==> src/rtl/countreg_frame_tx_pkg.sv <==
// Shared sizing constants and FSM encoding for the count-register frame transmitter.
package countreg_frame_tx_pkg;

    localparam int NUM_SLOTS      = 8;
    localparam int NUM_ROUNDS     = 4;
    localparam int BYTES_PER_WORD = 8;
    localparam int WORD_W         = 64;
    localparam int INDEX_W        = 11;

    localparam int NUM_WORDS      = NUM_ROUNDS * NUM_SLOTS;
    localparam int WORD_ADDR_W    = 5;
    localparam int BIT_W          = 6;

    // FSM state encoding
    localparam logic [0:0] ST_COLLECT = 1'b0;
    localparam logic [0:0] ST_SEND    = 1'b1;

    typedef logic [WORD_W-1:0]      word_t;
    typedef logic [WORD_ADDR_W-1:0] word_addr_t;

    // Word address is {round, slot}, i.e. the upper bits of the index.
    function automatic word_addr_t index_word(input logic [INDEX_W-1:0] idx);
        return idx[INDEX_W-1:BIT_W];
    endfunction

    function automatic logic [BIT_W-1:0] index_bit(input logic [INDEX_W-1:0] idx);
        return idx[BIT_W-1:0];
    endfunction

endpackage

==> src/rtl/countreg_frame_tx_if.sv <==
// Collection/transmit bus of the count-register frame transmitter.
interface countreg_frame_tx_if;
    import countreg_frame_tx_pkg::*;

    logic               i_index_valid;
    logic [INDEX_W-1:0] i_index;
    logic               i_frame_end;
    logic               o_ready;
    logic [7:0]         o_countreg_0;
    logic [7:0]         o_countreg_1;
    logic [7:0]         o_countreg_2;
    logic [7:0]         o_countreg_3;
    logic [7:0]         o_countreg_4;
    logic [7:0]         o_countreg_5;
    logic [7:0]         o_countreg_6;
    logic [7:0]         o_countreg_7;
    logic               o_countreg_valid;
    logic               o_frame_done;

    modport master (
        output i_index_valid, i_index, i_frame_end,
        input  o_ready,
        input  o_countreg_0, o_countreg_1, o_countreg_2, o_countreg_3,
        input  o_countreg_4, o_countreg_5, o_countreg_6, o_countreg_7,
        input  o_countreg_valid, o_frame_done
    );

    modport slave (
        input  i_index_valid, i_index, i_frame_end,
        output o_ready,
        output o_countreg_0, o_countreg_1, o_countreg_2, o_countreg_3,
        output o_countreg_4, o_countreg_5, o_countreg_6, o_countreg_7,
        output o_countreg_valid, o_frame_done
    );

endinterface

==> src/rtl/countreg_frame_tx_bitmap_store.sv <==
// 32 x 64-bit bitmap with a single-bit set port and a clear-on-read word port.
module countreg_bitmap_store
    import countreg_frame_tx_pkg::*;
(
    input  logic               clk,
    input  logic               rst,
    input  logic               set_en,
    input  logic [INDEX_W-1:0] set_idx,
    input  logic               rd_en,
    input  word_addr_t         rd_addr,
    output word_t              rd_word
);

    word_t words_q [NUM_WORDS];
    word_t words_d [NUM_WORDS];

    assign rd_word = words_q[rd_addr];

    // Next bitmap: clear the word being read, then OR in the requested bit.
    always_comb begin
        words_d = words_q;
        if (rd_en) begin
            words_d[rd_addr] = '0;
        end
        if (set_en) begin
            words_d[index_word(set_idx)][index_bit(set_idx)] = 1'b1;
        end
    end

    // Bitmap storage, wiped by reset.
    always_ff @(posedge clk or posedge rst) begin
        if (rst) begin
            words_q <= '{default: '0};
        end else begin
            words_q <= words_d;
        end
    end

endmodule

==> src/rtl/countreg_frame_tx.sv <==
// Collects bitmap indices, then streams the 32 bitmap words out as registered bytes.
module countreg_frame_tx
    import countreg_frame_tx_pkg::*;
(
    input  logic                i_clk,
    input  logic                i_rst,
    countreg_frame_tx_if.slave  bus
);

    logic [0:0] state_q, state_d;
    word_addr_t beat_q,  beat_d;
    logic       drain_q, drain_d;
    word_t      cr_q,    cr_d;
    logic       valid_q, valid_d;
    logic       done_q,  done_d;

    logic       set_en;
    logic       rd_en;
    word_t      rd_word;

    countreg_bitmap_store u_store (
        .clk     (i_clk),
        .rst     (i_rst),
        .set_en  (set_en),
        .set_idx (bus.i_index),
        .rd_en   (rd_en),
        .rd_addr (beat_q),
        .rd_word (rd_word)
    );

    // FSM: COLLECT accepts indices; SEND reads one word per cycle, then spends
    // one drain cycle so beat 31 is shown before returning with frame_done.
    always_comb begin
        state_d = state_q;
        beat_d  = beat_q;
        drain_d = drain_q;
        cr_d    = '0;
        valid_d = 1'b0;
        done_d  = 1'b0;
        set_en  = 1'b0;
        rd_en   = 1'b0;
        case (state_q)
            ST_COLLECT: begin
                set_en = bus.i_index_valid;
                if (bus.i_frame_end) begin
                    state_d = ST_SEND;
                    beat_d  = '0;
                    drain_d = 1'b0;
                end
            end
            ST_SEND: begin
                if (!drain_q) begin
                    rd_en   = 1'b1;
                    cr_d    = rd_word;
                    valid_d = (beat_q[2:0] == 3'd0);
                    if (beat_q == word_addr_t'(NUM_WORDS - 1)) begin
                        drain_d = 1'b1;
                    end else begin
                        beat_d = beat_q + 5'd1;
                    end
                end else begin
                    done_d  = 1'b1;
                    state_d = ST_COLLECT;
                    drain_d = 1'b0;
                    beat_d  = '0;
                end
            end
            default: begin
                state_d = ST_COLLECT;
                beat_d  = '0;
                drain_d = 1'b0;
            end
        endcase
    end

    // Control and registered output state.
    always_ff @(posedge i_clk or posedge i_rst) begin
        if (i_rst) begin
            state_q <= ST_COLLECT;
            beat_q  <= '0;
            drain_q <= 1'b0;
            cr_q    <= '0;
            valid_q <= 1'b0;
            done_q  <= 1'b0;
        end else begin
            state_q <= state_d;
            beat_q  <= beat_d;
            drain_q <= drain_d;
            cr_q    <= cr_d;
            valid_q <= valid_d;
            done_q  <= done_d;
        end
    end

    assign bus.o_ready          = (state_q == ST_COLLECT);
    assign bus.o_countreg_valid = valid_q;
    assign bus.o_frame_done     = done_q;
    assign bus.o_countreg_0     = cr_q[7:0];
    assign bus.o_countreg_1     = cr_q[15:8];
    assign bus.o_countreg_2     = cr_q[23:16];
    assign bus.o_countreg_3     = cr_q[31:24];
    assign bus.o_countreg_4     = cr_q[39:32];
    assign bus.o_countreg_5     = cr_q[47:40];
    assign bus.o_countreg_6     = cr_q[55:48];
    assign bus.o_countreg_7     = cr_q[63:56];

endmodule

==> src/flat_wrapper.sv <==
// flat-port wrapper written by rule: the top's interface ports become plain ports
module countreg_frame_tx_flat import countreg_frame_tx_pkg::*;
  (i_clk, i_rst, bus_i_index_valid, bus_i_index, bus_i_frame_end, bus_o_ready, bus_o_countreg_0, bus_o_countreg_1, bus_o_countreg_2, bus_o_countreg_3, bus_o_countreg_4, bus_o_countreg_5, bus_o_countreg_6, bus_o_countreg_7, bus_o_countreg_valid, bus_o_frame_done);
  countreg_frame_tx_if bus_i ();
  input  logic i_clk;
  input  logic i_rst;
  input wire logic [$bits(bus_i.i_index_valid)-1:0] bus_i_index_valid;
  input wire logic [$bits(bus_i.i_index)-1:0] bus_i_index;
  input wire logic [$bits(bus_i.i_frame_end)-1:0] bus_i_frame_end;
  output wire logic [$bits(bus_i.o_ready)-1:0] bus_o_ready;
  output wire logic [$bits(bus_i.o_countreg_0)-1:0] bus_o_countreg_0;
  output wire logic [$bits(bus_i.o_countreg_1)-1:0] bus_o_countreg_1;
  output wire logic [$bits(bus_i.o_countreg_2)-1:0] bus_o_countreg_2;
  output wire logic [$bits(bus_i.o_countreg_3)-1:0] bus_o_countreg_3;
  output wire logic [$bits(bus_i.o_countreg_4)-1:0] bus_o_countreg_4;
  output wire logic [$bits(bus_i.o_countreg_5)-1:0] bus_o_countreg_5;
  output wire logic [$bits(bus_i.o_countreg_6)-1:0] bus_o_countreg_6;
  output wire logic [$bits(bus_i.o_countreg_7)-1:0] bus_o_countreg_7;
  output wire logic [$bits(bus_i.o_countreg_valid)-1:0] bus_o_countreg_valid;
  output wire logic [$bits(bus_i.o_frame_done)-1:0] bus_o_frame_done;
  assign bus_i.i_index_valid = bus_i_index_valid;
  assign bus_i.i_index = bus_i_index;
  assign bus_i.i_frame_end = bus_i_frame_end;
  assign bus_o_ready = bus_i.o_ready;
  assign bus_o_countreg_0 = bus_i.o_countreg_0;
  assign bus_o_countreg_1 = bus_i.o_countreg_1;
  assign bus_o_countreg_2 = bus_i.o_countreg_2;
  assign bus_o_countreg_3 = bus_i.o_countreg_3;
  assign bus_o_countreg_4 = bus_i.o_countreg_4;
  assign bus_o_countreg_5 = bus_i.o_countreg_5;
  assign bus_o_countreg_6 = bus_i.o_countreg_6;
  assign bus_o_countreg_7 = bus_i.o_countreg_7;
  assign bus_o_countreg_valid = bus_i.o_countreg_valid;
  assign bus_o_frame_done = bus_i.o_frame_done;
  countreg_frame_tx u_core (.i_clk(i_clk), .i_rst(i_rst), .bus(bus_i));
endmodule
==> config.mk <==
export PLATFORM = sky130hd
export DESIGN_NAME = countreg_frame_tx_flat
export DESIGN_NICKNAME = d
export VERILOG_FILES = /design/src/rtl/countreg_frame_tx_pkg.sv /design/src/rtl/countreg_frame_tx_if.sv /design/src/rtl/countreg_frame_tx_bitmap_store.sv /design/src/rtl/countreg_frame_tx.sv /design/src/flat_wrapper.sv
export SDC_FILE = /design/constraint.sdc
export NUM_CORES = 2
export LEC_CHECK = 0
export BUFFER_PORTS_ARGS = -buffer_cell sky130_fd_sc_hd__buf_2
export CAP_MARGIN = 20
export CELL_PAD_IN_SITES_DETAIL_PLACEMENT = 1
export CELL_PAD_IN_SITES_GLOBAL_PLACEMENT = 2
export CORE_UTILIZATION = 30
export CTS_CLUSTER_SIZE = 20
export DETAILED_ROUTE_END_ITERATION = 10
export PLACE_DENSITY_LB_ADDON = 0.05
export SYNTH_ARGS = -nofsm -noshare
export SYNTH_HDL_FRONTEND = slang
export SYNTH_HIERARCHICAL = 1
export SYNTH_SLANG_ARGS = --single-unit
==> constraint.sdc <==
create_clock -name i_clk -period 57.9 [get_ports i_clk]
set_input_delay 2.895 -clock i_clk [delete_from_list [all_inputs] [get_ports i_clk]]
set_output_delay 2.895 -clock i_clk [all_outputs]
set_load 0.02 [all_outputs]
== Word level (Yosys, flattened, before mapping) ==
Index checks and enable logic that the tools add are counted.
Word-level totals
  register bits: 2121
  input port bits: 15
  output and inout port bits: 67
  logic and storage cells: 89
Cells by class
  add/sub/neg operators: 1
  magnitude comparators: 6
  equal/unequal tests: 3
  multiplexer cells: 30
  bitwise gates (word level): 6
  reductions and logical operators: 5
Operator list (count)
  2048-bit two-way mux: 2
  2048-bit bitwise AND: 1
  2048-bit NOT: 1
  2048-bit OR: 1
  64-bit demux with 5-bit select: 2
  64-bit two-way mux: 6
  64-bit binary-select mux with 5-bit select: 1
  5-bit two-way mux: 3
  6-bit greater-or-equal comparator, second input constant: 2
  6-bit by 1-bit < comparator with 1-bit output, second input constant: 2
  1-bit two-way mux: 12
  5-bit NOT with 6-bit output: 2
  5-bit case mux with 2 select lines: 1
  6-bit by 7-bit < comparator with 1-bit output, second input constant: 1
  1-bit demux with 6-bit select: 1
  6-bit by 1-bit greater-or-equal comparator with 1-bit output, second input constant: 1
  5-bit by 1-bit adder with 5-bit output, second input constant: 1
  5-bit equality test, second input constant: 1
  1-bit case mux with 2 select lines: 2
  1-bit logical AND: 3
  3-bit logical NOT: 1
  3-bit inequality test, second input constant: 1
  2-bit inequality test, second input constant: 1
  2-bit AND reduction: 1
  1-bit NOT: 1

== Depth between registers and ports, before layout ==
  depth in word-level cells: 10
  mapped depth: 9

== By module ==
Netlist, hierarchy kept.
Modules (own cells, without submodules)
  countreg_bitmap_store: times used 1, cells an instance 7297, area an instance 88622.5 um^2
  countreg_frame_tx: times used 1, cells an instance 174, area an instance 2489.9 um^2

== Worst setup path before layout ==
OpenSTA, ideal clock, no wires.
  path type: input to register
  from: in bus_i_index_valid
  to: reg u_core/u_store/words_q[109] (netlist bit)
  arrival time: 4.265 ns
  required time: 57.834 ns
  slack: 53.568 ns
  cell stages on the path: 6
  path through: nor2b_1 -> and2b_1 -> nand3_1 -> nor2_1 -> clkbuf_1 -> a22o_1
RTL lines
  start: declaration: RTL line flat_wrapper.sv:7  | input wire logic [$bits(bus_i.i_index_valid)-1:0] bus_i_index_valid;
  end signal: assignment: RTL line countreg_frame_tx_bitmap_store.sv:35  | words_q <= words_d;
  end: declaration: RTL line countreg_frame_tx_bitmap_store.sv:14  | word_t words_q [NUM_WORDS];

== Final worst setup path ==
  from: reg u_core.beat_q[1]
  to: reg u_core.cr_q[44]
On the way
  longest elaborated chain between the ends: 6
Ends and longest elaborated chain
  start: declaration: RTL line countreg_frame_tx.sv:11  | word_addr_t beat_q, beat_d;
  start signal: assignment: RTL line countreg_frame_tx.sv:87  | beat_q <= beat_d;
  5-bit NOT with 6-bit output (not written as such): RTL line countreg_frame_tx_bitmap_store.sv:17  | assign rd_word = words_q[rd_addr];
  64-bit binary-select mux with 5-bit select: RTL line countreg_frame_tx_bitmap_store.sv:17
  64-bit two-way mux (not written as such) (2 in a row): RTL line countreg_frame_tx_bitmap_store.sv:17
  named net u_core.rd_word[44]: RTL line countreg_frame_tx.sv:19  | word_t rd_word;
  64-bit two-way mux: RTL line countreg_frame_tx.sv:52  | if (!drain_q) begin
  64-bit two-way mux: RTL line countreg_frame_tx.sv:42  | case (state_q)
  named net u_core.cr_d[44]: RTL line countreg_frame_tx.sv:13  | word_t cr_q, cr_d;
  end signal: assignment: RTL line countreg_frame_tx.sv:89  | cr_q <= cr_d;
  end: declaration: RTL line countreg_frame_tx.sv:13
The timed path passes the listed nets, and every way through them passes these cells. The select of a mux whose other input is x is not followed.
A chain may end at the register's enable or synchronous reset.

==> flow_summary.yaml <==
outcome:
  status: "finished, final reports clean"
global_route:
  grt_pass1_wl_um: 611000
  antenna_found_initial: 52
  grt_pass1_vias: 72200
  gr-total-overflow: 0
  grtUsageTotal_pct: 28.0
  grt_max_degree: 162
sta:
  tightest_slew_ns: 1.21
  finalSetupViolCount: 0
  fmax_mhz: 149
  rsz0062_at_grt: "no"
  slew_headroom_pct: 19.0
  period_share_pct: 11.6
  skew_ns: 0.0297
  layout_min_cycle_time_ns: 6.70
  hold_viol_final: 0
  tns_ns: 0
  slew_viol_final: 0
logic_synthesis:
  ys_async_sr_fraction_pct: 100
  synth_cells: 7471
  synth_top_flop_cell: "dfrtp_1"
  yosys_warnings: 6
  syn-num-nets: 7489
  yosysSeqAreaShare_pct: 58.3
  ys_types: 48
  avgSynthCellArea_sq_um: 12.2
  synth_edf_count: 0
  synth-seq-cells: 2121
  netlist_area_sq_um: 91100
critical_path:
  crit_path_start_kind: "flip-flop"
  path_cells: "buf_4 -> buf_4 -> buf_4 -> buf_4 -> buf_4 -> mux2i_1 -> o22ai_1 -> nor4_1 -> nand2_1 -> and2_1"
  setup.worst_path.start: "u_core/beat_q[1]"
  cp.required_ns: 58.67
  r2r_start: "u_core/beat_q[1]"
  worst-path-buf-inv: 5
  crit_arrival_ns: 7.47
  cpMaxStageDelayCell: "dfrtp_4"
  crit_family: "buffers and inverters"
  crit_fanout: 52
  setup.worst_path.end_class: "flip-flop"
  critPathMaxStageDelay_ns: 0.99
  crit_type: "flip-flop to flip-flop"
  critPathMostFrequentCell: "buf_4"
route:
  wl_um: 435000
  drt_first_pass_iters: 5
  drc_errors: 0
  post_drt_wl_per_cell_um: 38.0
  vias: 68500
  first_iter_violations: 6536
  ant_nets: 0
  via_per_inst: 5.99
cells_and_area:
  mostFrequentLayoutCells: "dfrtp_1 (2120), a22o_1 (1491), mux2i_1 (1024)"
  postLayoutCellArea_sq_um: 105000
  final_util_pct: 34.8
  register_area_sq_um: 53100
  drive_gt1_share_pct: 12.1
  nets: 7282
  syn2layout_area_growth_pct: 15.1
  multi_input_area_sq_um: 35100
  fill_cells: 31600
  layout_commonest_cell: "dfrtp_1"
  final_cells: 11400
place:
  port_buffers: 81
  hpwl_um: 238000
  placed_area_sq_um: 95800
  place.gp.congestion: 0.774
  dp_cells: 10900
pwr:
  power.leakage_nw: 48.5
  powerDensity_nw_per_um2: 42.2
  vdd_drop_max_v: 0.0000368
min_path:
  worstHoldStart: "u_core/u_store/words_q[1484]"
  worstHoldPathType: "flip-flop to flip-flop"
floorplan:
  die_y_um: 553
  start_util_pct: 30.3
  die-area_sq_um: 306000
  io_pins: 82
  rows: 201
  die_w_um: 553
  fp.coreArea_sq_um: 301000
clock_network:
  cts_tree: "built"
  root_buffer: "clkbuf_16"
  cts_hold_repair.buffers: 0
  post_cts_buffers: 0
  cts_resized: 0
  path_clk_slew_ns: 0.06
  cts_max_level: 5
  cts_buffers: 268
  clock-sinks: 2121
  clk_path_buf_depth: 4
  worst_skew_pair.late_latency_ns: 0.89
run:
  max_cap_violations: 0
[state kept, by name, indices dropped and copies added, names as in the netlist]
name	count
u_core/bus.o_frame_done	1
u_core/drain_q	1
u_core/beat_q	5
u_core/u_store/words_q	2048
u_core/bus.o_countreg_valid	1
u_core/state_q	1
u_core/cr_q	64
[Yosys cell counts (72+ instances only)]
cell | instances | area (sq um)
a22o_1 | 1491 | 13100
and2_1 | 72 | 450
buf_2 | 283 | 1420
clkbuf_1 | 478 | 1790
dfrtp_1 | 2121 | 53100
mux2i_1 | 1024 | 10200
nand2_1 | 536 | 2010
nor2_1 | 88 | 330
nor4_1 | 128 | 801
o21ai_0 | 386 | 1930
o22ai_1 | 512 | 3200
o2bb2ai_1 | 176 | 1540
[cell families after synthesis]
group / count (synthesis) / share of synthesized area (%)
XOR/XNOR: 1 / 0.00961
AND/OR/NAND/NOR: 913 / 4.69
AO/OA/AOI/OAI: 2568 / 21.7
multiplexers: 1025 / 11.3
buffers and inverters: 840 / 4.06
adder cells (fa/ha/maj): 3 / 0.0412
flip-flops: 2121 / 58.3
[power breakdown]
group          internal (mW)  switching, mW  total (mW)
registers               1.60         0.0670        1.66
clock network           1.02          0.692        1.72
logic                  0.299          0.739        1.04
total                   2.92           1.50        4.42
[layer usage]
metal  part of all wire (%)  track usage (%)  wire length, um
met1                     46             40.0           200000
met2                     46             44.6           202000
met3                    4.7             3.38            20500
met4                    2.7             8.02            11900
met5                      0                0                0
[worst reg2reg max path, stage by stage, from the launching register on]
cell,delay (ns)
dfrtp_4,0.99
buf_4,0.80
buf_4,0.79
buf_4,0.89
buf_4,1.01
buf_4,0.78
mux2i_1,0.39
o22ai_1,0.11
nor4_1,0.58
nand2_1,0.09
and2_1,0.16
[area by class of cell]
cell class,instances,area share [%]
Antenna cell,21,0.0501
Clock buffer,411,7.83
Clock inverter,51,0.621
Inverter,9,0.0430
Multi-Input combinational cell,4510,33.5
Sequential cell,2121,50.6
Tap cell,3958,4.72
Timing Repair Buffer,354,2.62
[metrics by stage]
stage | setup WS, ns | total power [mW] | hold WS, ns
6_report | 51.20 | 4.42 | 0.477
5_1_grt | 50.88 | 4.57 | 0.497
4_1_cts | 51.09 | 4.46 | 0.482
3_5_place_dp | 50.55 | 2.73 | 0.470
3_3_place_gp | 50.65 | 2.71 | 0.460
2_1_floorplan | 26.57 | 2.30 | 0.449
[final timing paths]
check,to,slack (ns),cells after the start
worst max-delay path,u_core/cr_q[44],51.20,10
worst min-delay path,u_core/u_store/words_q[1484],0.48,2
worst max register to register,u_core/cr_q[44],51.20,10
worst min register to register,u_core/u_store/words_q[1484],0.48,2
max in group asynchronous,u_core/u_store/words_q[1305],51.82,6
min in group asynchronous,u_core/cr_q[45],2.10,2
Note: power is estimated with default switching activity, not from simulation.
